## src/rtl/taiga_types.sv

```systemverilog
// Shared types and constants for the L1 port arbiter and the blocks around it.
package taiga_types;

    typedef enum logic [1:0] {
        IDLE      = 2'd0,
        ISSUE     = 2'd1,
        READ_WAIT = 2'd2
    } l1_arb_state_t;

    localparam int L1_BEAT_W = 32;

endpackage

```

## src/rtl/rr_priority_select.sv

```systemverilog
// Combinational round-robin selector: first set request at or after i_rr_ptr,
// wrapping around, returned as a one-hot grant.
module rr_priority_select #(
    parameter int NUM_REQ = 4,
    parameter int PTR_W   = (NUM_REQ > 1) ? $clog2(NUM_REQ) : 1
) (
    input  logic [NUM_REQ-1:0] i_request,
    input  logic [PTR_W-1:0]   i_rr_ptr,
    output logic [NUM_REQ-1:0] o_grant,
    output logic               o_valid
);

    logic [NUM_REQ-1:0] w_mask;
    logic [NUM_REQ-1:0] w_upper;
    logic [NUM_REQ-1:0] w_sel;

    // Requests at or above the pointer win; otherwise wrap to the lowest index.
    generate
        for (genvar gi = 0; gi < NUM_REQ; gi++) begin : g_mask
            assign w_mask[gi] = (PTR_W'(gi) >= i_rr_ptr);
        end
    endgenerate

    assign w_upper = i_request & w_mask;
    assign w_sel   = (|w_upper) ? w_upper : i_request;
    assign o_grant = w_sel & (~w_sel + NUM_REQ'(1));
    assign o_valid = |i_request;

endmodule

```

## src/rtl/l1_rr_arbiter.sv

```systemverilog
// Round-robin owner of the single L1 memory port; a read keeps ownership until
// its final return beat so every burst is steered back to its issuer.
module l1_rr_arbiter
    import taiga_types::*;
#(
    parameter int NUM_REQ     = 4,
    parameter int MAX_BURST_W = 5
) (
    input  logic                                  clk,
    input  logic                                  rst,
    input  logic [NUM_REQ-1:0]                    i_req_request,
    input  logic [NUM_REQ-1:0][31:0]              i_req_addr,
    input  logic [NUM_REQ-1:0][31:0]              i_req_data,
    input  logic [NUM_REQ-1:0]                    i_req_rnw,
    input  logic [NUM_REQ-1:0][3:0]               i_req_be,
    input  logic [NUM_REQ-1:0][MAX_BURST_W-1:0]   i_req_size,
    output logic [NUM_REQ-1:0]                    o_req_ack,
    output logic [L1_BEAT_W-1:0]                  o_rsp_data,
    output logic [NUM_REQ-1:0]                    o_rsp_data_valid,
    output logic                                  o_mem_request,
    output logic [31:0]                           o_mem_addr,
    output logic [31:0]                           o_mem_data,
    output logic                                  o_mem_rnw,
    output logic [3:0]                            o_mem_be,
    output logic [MAX_BURST_W-1:0]                o_mem_size,
    input  logic                                  i_mem_ack,
    input  logic [L1_BEAT_W-1:0]                  i_mem_rdata,
    input  logic                                  i_mem_rdata_valid,
    output logic [NUM_REQ-1:0]                    o_owner,
    output logic                                  o_spurious_beat
);

    localparam int PTR_W = (NUM_REQ > 1) ? $clog2(NUM_REQ) : 1;

    l1_arb_state_t          r_state;
    logic [NUM_REQ-1:0]     r_owner;
    logic [PTR_W-1:0]       r_owner_idx;
    logic [PTR_W-1:0]       r_rr_ptr;
    logic [MAX_BURST_W-1:0] r_beat_cnt;
    logic                   r_spurious;

    logic [NUM_REQ-1:0]     w_grant;
    logic                   w_grant_valid;
    logic [PTR_W-1:0]       w_grant_idx;
    logic [PTR_W-1:0]       w_next_ptr;
    logic                   w_issue_live;
    logic                   w_accept;
    logic                   w_reading;

    rr_priority_select #(
        .NUM_REQ (NUM_REQ),
        .PTR_W   (PTR_W)
    ) u_select (
        .i_request (i_req_request),
        .i_rr_ptr  (r_rr_ptr),
        .o_grant   (w_grant),
        .o_valid   (w_grant_valid)
    );

    always_comb begin
        w_grant_idx = '0;
        for (int i = 0; i < NUM_REQ; i++) begin
            if (w_grant[i]) begin
                w_grant_idx = PTR_W'(i);
            end
        end
    end

    assign w_next_ptr = (r_owner_idx == PTR_W'(NUM_REQ - 1)) ? '0 : r_owner_idx + PTR_W'(1);

    // A dropped request in ISSUE is an abort and must never be acked, even if
    // memory raises mem_ack in the same cycle.
    assign w_issue_live = (r_state == ISSUE) && i_req_request[r_owner_idx];
    assign w_accept     = w_issue_live && i_mem_ack;
    assign w_reading    = (r_state == READ_WAIT);

    assign o_mem_request = w_issue_live;
    assign o_mem_addr    = i_req_addr[r_owner_idx];
    assign o_mem_data    = i_req_data[r_owner_idx];
    assign o_mem_rnw     = i_req_rnw[r_owner_idx];
    assign o_mem_be      = i_req_be[r_owner_idx];
    assign o_mem_size    = i_req_rnw[r_owner_idx] ? i_req_size[r_owner_idx] : '0;

    assign o_req_ack        = w_accept ? r_owner : '0;
    assign o_rsp_data       = i_mem_rdata;
    assign o_rsp_data_valid = (w_reading && i_mem_rdata_valid) ? r_owner : '0;
    assign o_owner          = r_owner;
    assign o_spurious_beat  = r_spurious;

    always_ff @(posedge clk or posedge rst) begin
        if (rst) begin
            r_state     <= IDLE;
            r_owner     <= '0;
            r_owner_idx <= '0;
            r_rr_ptr    <= '0;
            r_beat_cnt  <= '0;
            r_spurious  <= 1'b0;
        end else begin
            // Beats outside READ_WAIT (including one sharing the ack cycle) are dropped.
            if (i_mem_rdata_valid && !w_reading) begin
                r_spurious <= 1'b1;
            end

            unique case (r_state)
                IDLE: begin
                    if (w_grant_valid) begin
                        r_owner     <= w_grant;
                        r_owner_idx <= w_grant_idx;
                        r_state     <= ISSUE;
                    end
                end
                ISSUE: begin
                    if (!i_req_request[r_owner_idx]) begin
                        r_owner <= '0;
                        r_state <= IDLE;
                    end else if (i_mem_ack) begin
                        r_rr_ptr <= w_next_ptr;
                        if (i_req_rnw[r_owner_idx]) begin
                            r_beat_cnt <= i_req_size[r_owner_idx];
                            r_state    <= READ_WAIT;
                        end else begin
                            r_owner <= '0;
                            r_state <= IDLE;
                        end
                    end
                end
                READ_WAIT: begin
                    if (i_mem_rdata_valid) begin
                        if (r_beat_cnt == '0) begin
                            r_owner <= '0;
                            r_state <= IDLE;
                        end else begin
                            r_beat_cnt <= r_beat_cnt - MAX_BURST_W'(1);
                        end
                    end
                end
                default: begin
                    r_owner <= '0;
                    r_state <= IDLE;
                end
            endcase
        end
    end

endmodule
```

## config.mk

```make
export PLATFORM = sky130hd
export DESIGN_NAME = l1_rr_arbiter
export DESIGN_NICKNAME = d
export VERILOG_FILES = /design/src/rtl/taiga_types.sv /design/src/rtl/rr_priority_select.sv /design/src/rtl/l1_rr_arbiter.sv
export SDC_FILE = /design/constraint.sdc
export NUM_CORES = 1
export LEC_CHECK = 0
export CORE_AREA = 2 2 176 178
export CTS_CLUSTER_SIZE = 14
export DETAILED_ROUTE_END_ITERATION = 16
export DIE_AREA = 0 0 178 180
export GPL_TIMING_DRIVEN = 0
export SLEW_MARGIN = 20
export SYNTH_ARGS = -nofsm -noshare
export SYNTH_HDL_FRONTEND = slang
export SYNTH_SLANG_ARGS = --single-unit
```

## constraint.sdc

```tcl
create_clock -name clk -period 2.4 [get_ports clk]
set_clock_uncertainty 0.1 [all_clocks]
set_input_delay 0.36 -clock clk [delete_from_list [all_inputs] [get_ports clk]]
set_output_delay 0.36 -clock clk [all_outputs]
set_load 0.005 [all_outputs]
```

==> qor.txt <==
LOGIC SYNTHESIS
--------------------------------------------------------------------------------------------
Synthesized instance count                                                               251
Post-Synth Adder-Cell Area                                                           0.01204
Mean post-synth cell area                                                        12.42 sq um
Total of flip-flops plus latches after synthesis                                          16
Post-synthesis share of cell area spent on xor and xnor gates                              0
Share of the yosys chip area belonging to registers                                   0.1285
Basic-gate share of the synthesized area counting and, or, nand and nor cells        0.08872
Count of yosys warnings during synthesis                                                   0
Combinational family with the most area after synthesis                         multiplexers
Number of enable flip-flop cells after synthesis                                           0
Leading post-synthesis cells by cell area                                       sky130_fd_sc_hd__mux4_2 54%, sky130_fd_sc_hd__dfrtp_1 13%, sky130_fd_sc_hd__buf_4 7.9%
Compound-gate portion of the synthesized area                                        0.09394
Net Count, Synth                                                                         590
Unique masters post-synth                                                                 42
Synth top area share                                                                  0.5420
Biggest area consumer among synthesized cells                                   sky130_fd_sc_hd__mux4_2
Synth top cells by count                                                        75 x sky130_fd_sc_hd__mux4_2, 33 x sky130_fd_sc_hd__buf_4, 16 x sky130_fd_sc_hd__dfrtp_1
Prevailing post-synth register cell                                             sky130_fd_sc_hd__dfrtp_1
Mux cell area share after synthesis                                                   0.5520
Top-count cell post-synth                                                       sky130_fd_sc_hd__mux4_2
Cell area after technology mapping                                                3117 sq um
Share of flip-flops with an asynchronous set or reset                                  1.000

CLOCKING
--------------------------------------------------------------------------------------------
Insertion delay to the later sink of the worst-skew pair                             0.24 ns
CTS Root Buffer Type                                                            sky130_fd_sc_hd__clkbuf_16
Depth of the CTS H-tree                                                                    1
TritonCTS clock tree                                                                    done
Total of hold buffers inserted after clock tree synthesis                                  0
Max Buffers Root-to-Sink                                                                   2
Reg clk slew, reported paths                                                         0.05 ns
# clock sinks                                                                             16
CTS buffer count                                                                           3

DETAILED ROUTING
--------------------------------------------------------------------------------------------
Remaining antenna violation count                                                          0
Residual DRC count                                                                         0
Final WL                                                                            23380 um
Routed len/inst                                                                     20.84 um
Vias/cell                                                                              3.939
First-pass iteration count of the detailed router                                          4
Number of design-rule violations left by the first detailed-router iteration             204
Via count                                                                               4420

SETUP PATH
--------------------------------------------------------------------------------------------
Data arrival at the endpoint of the critical path                                    1.99 ns
Cell breakdown of the critical path                                             buf_6 > buf_12 > buf_16 > clkbuf_16 > buf_4 > mux4_2 > buf_2
Worst R2R Start                                                                 r_owner_idx[0]
Worst reg2reg path endpoint                                                     r_beat_cnt[2]
Slowest library cell on the worst path                                          sky130_fd_sc_hd__mux4_2
Family of cells with the greatest summed delay on the critical path             buffers and inverters
Critical Path Max Stage Delay                                                        0.52 ns
Worst setup SP type                                                                flip-flop
Crit path to                                                                    o_mem_addr[6]
Largest fanout on the critical path                                                        8
Register-to-register path setup slack                                                0.10 ns
Cell count along the critical path                                                         7
Count of cells along the worst register-to-register path                                   9
CP endpoint kind                                                                primary output
Timing startpoint of the critical path                                          r_owner_idx[0]
Critical Path RT                                                                     1.94 ns
Kind of critical path                                                           flip-flop to primary output
Buf/Inv on CP                                                                              6

GLOBAL ROUTING
--------------------------------------------------------------------------------------------
Number of antenna violations at the first check in global routing                          5
GRT Overall Usage                                                                     0.1375
Largest net degree at the start of global routing                                         17
Wire length of the first global-routing pass                                        32230 um
Total gr overflow                                                                          0
Number of global-route vias before repair                                               4727

RUN STATUS
--------------------------------------------------------------------------------------------
Result of the run                                                               complete, but fails checks
Violations in the final reports                                                 negative setup slack

STA
--------------------------------------------------------------------------------------------
Setup violation total in the final timing report                                          12
Final Max Slew Viols                                                                       0
Post-route fraction of the period consumed by the critical path                        1.020
Unrepaired setup endpoints after global routing                                          yes
Maximum operating frequency                                                        408.7 MHz
Tightest hold margin                                                               0.3616 ns
Post-route setup slack                                                           -0.04683 ns
Count of final hold-check violations                                                       0
Least-Margin Pin Slew                                                              0.6499 ns
Final critical-path required period                                                 2.447 ns
Headroom to the max-slew limit                                                        0.5663

DIE
--------------------------------------------------------------------------------------------
Initial Util                                                                          0.1032
Placeable core area                                                              30190 sq um
Die Area                                                                         32040 sq um
Vertical extent of the die                                                            180 um
Standard-cell rows                                                                        64
I/O pin total                                                                            456
Die width                                                                             178 um

POWER AND IR DROP
--------------------------------------------------------------------------------------------
Final Total Pwr                                                                     7.378 mW
Worst vdd rail ir drop                                                             0.3826 mV
Power density of the placed cells                                               870.5 nW/um^2
Standby leakage power                                                               3.340 nW

CELLS AND AREA
--------------------------------------------------------------------------------------------
Filler cell count                                                                       3135
Area growth syn-to-layout                                                             171.9%
Fraction of layout instances using a drive strength above 1                           0.3545
Final-stage net count                                                                   1066

JOB
--------------------------------------------------------------------------------------------
Max-capacitance violation count                                                            0

HOLD PATH
--------------------------------------------------------------------------------------------
Hold crit path type                                                             flip-flop to flip-flop

PLACEMENT
--------------------------------------------------------------------------------------------
Global placer's final weighted congestion                                             0.8471
Buffers added on ports                                                                   422
Detailed placement HPWL                                                             20320 um

## what timing repair did
item | in CTS | in global routing
gates cloned | 1 | 3
endpoints found under the setup margin | 79 | 48
endpoints found under the hold margin | 0 | 0
setup buffers | 44 | 3
pin swaps | 2 | 0
resized for setup | 239 | 113
## per-stage QoR
stage / instances / util / instance area [sq um] / worst slack [ns] / TNS, ns
final: 1122 / 0.2808 / 8476 / -0.04683 / -0.1947
after global routing: 1121 / 0.2807 / 8473 / -0.1072 / -1.770
after CTS: 1116 / 0.2778 / 8386 / -0.1141 / -0.4160
after detailed placement: 1069 / 0.2596 / 7836 / -0.7746 / -40.44
after global placement: 1069 / 0.2596 / 7836 / -0.7685 / -39.81
after floorplan: 251 / - / 3117 / 0.4024 / 0
## worst register-to-register path, cell delays in order, from the launching register on
cell	delay [ns]
sky130_fd_sc_hd__dfrtp_1	0.39
sky130_fd_sc_hd__buf_6	0.15
sky130_fd_sc_hd__buf_6	0.12
sky130_fd_sc_hd__buf_6	0.11
sky130_fd_sc_hd__mux4_2	0.38
sky130_fd_sc_hd__buf_6	0.14
sky130_fd_sc_hd__buf_4	0.15
sky130_fd_sc_hd__a21boi_4	0.08
sky130_fd_sc_hd__or2_2	0.33
sky130_fd_sc_hd__o22a_2	0.25
## cells by family after synthesis
| group | after synthesis |
|---|---|
| AO/OA/AOI/OAI | 39 |
| adder cells (fa/ha/maj) | 3 |
| buffers and inverters | 65 |
| flip-flops | 16 |
| multiplexers | 78 |
| AND/OR/NAND/NOR | 50 |
## state kept, by name, summed over array words and instances, names as in the netlist
signal	cells
r_beat_cnt	5
r_rr_ptr	2
r_state	2
r_owner_idx	2
o_owner	4
o_spurious_beat	1
## worst min path at each step
stage | end | cells after the start | slack, ns | from
after floorplan | o_owner[0] | 1 | 0.17 | rst
after global placement | o_spurious_beat | 1 | 0.34 | o_spurious_beat
after detailed placement | o_spurious_beat | 1 | 0.35 | o_spurious_beat
after CTS | o_spurious_beat | 1 | 0.37 | o_spurious_beat
after global routing | o_spurious_beat | 1 | 0.38 | o_spurious_beat
final | o_spurious_beat | 1 | 0.36 | o_spurious_beat
## cells in the final DEF (no fill, tap or decap), types with 3 or more instances in the layout
cell type	n
sky130_fd_sc_hd__o21ai_0	7
sky130_fd_sc_hd__ha_1	3
sky130_fd_sc_hd__clkbuf_16	6
sky130_fd_sc_hd__buf_12	12
sky130_fd_sc_hd__nand2_1	3
sky130_fd_sc_hd__a31oi_1	4
sky130_fd_sc_hd__or2_2	3
sky130_fd_sc_hd__and2_1	3
sky130_fd_sc_hd__nor3_1	4
sky130_fd_sc_hd__dlygate4sd2_1	10
sky130_fd_sc_hd__buf_4	59
sky130_fd_sc_hd__nand3_1	6
sky130_fd_sc_hd__dfrtp_1	16
sky130_fd_sc_hd__clkbuf_4	6
sky130_fd_sc_hd__clkdlybuf4s15_1	13
sky130_fd_sc_hd__buf_6	37
sky130_fd_sc_hd__nor2_1	11
sky130_fd_sc_hd__mux4_2	75
sky130_fd_sc_hd__inv_1	10
sky130_fd_sc_hd__o221ai_1	4
sky130_fd_sc_hd__clkdlybuf4s50_1	340
sky130_fd_sc_hd__a21oi_1	7
sky130_fd_sc_hd__and2_4	3
sky130_fd_sc_hd__and3_1	9
sky130_fd_sc_hd__buf_2	14
sky130_fd_sc_hd__clkbuf_2	28
## area by class of cell
class / instances / area (sq um) / area share
buffer: 54 / 541.8 / 0.06392
inverter: 10 / 37.54 / 0.004429
sequential: 16 / 400.4 / 0.04724
antenna: 1 / 2.502 / 0.0002952
timing repair buffer: 472 / 4571 / 0.5393
clock buffer: 3 / 75.07 / 0.008857
tap: 396 / 495.5 / 0.05846
multi-input combinational: 170 / 2352 / 0.2775
## where the power goes
group,total (mW),switching [mW],leakage (nW),internal (mW)
logic,6.53,2.55,3.11,3.99
registers,0.523,0.133,0.196,0.389
clock network,0.321,0.103,0.0370,0.219
total,7.38,2.78,3.34,4.60
## metal layers
| metal | up-vias | track usage | wire length [um] |
|---|---|---|---|
| li1 | 1968 | - | - |
| met1 | 2165 | 0.1506 | 8002 |
| met2 | 253 | 0.2640 | 12740 |
| met3 | 24 | 0.04167 | 2339 |
| met4 | 10 | 0.01443 | 228 |
| met5 | - | 0 | 68 |
Power figures use the tool's default switching activity.
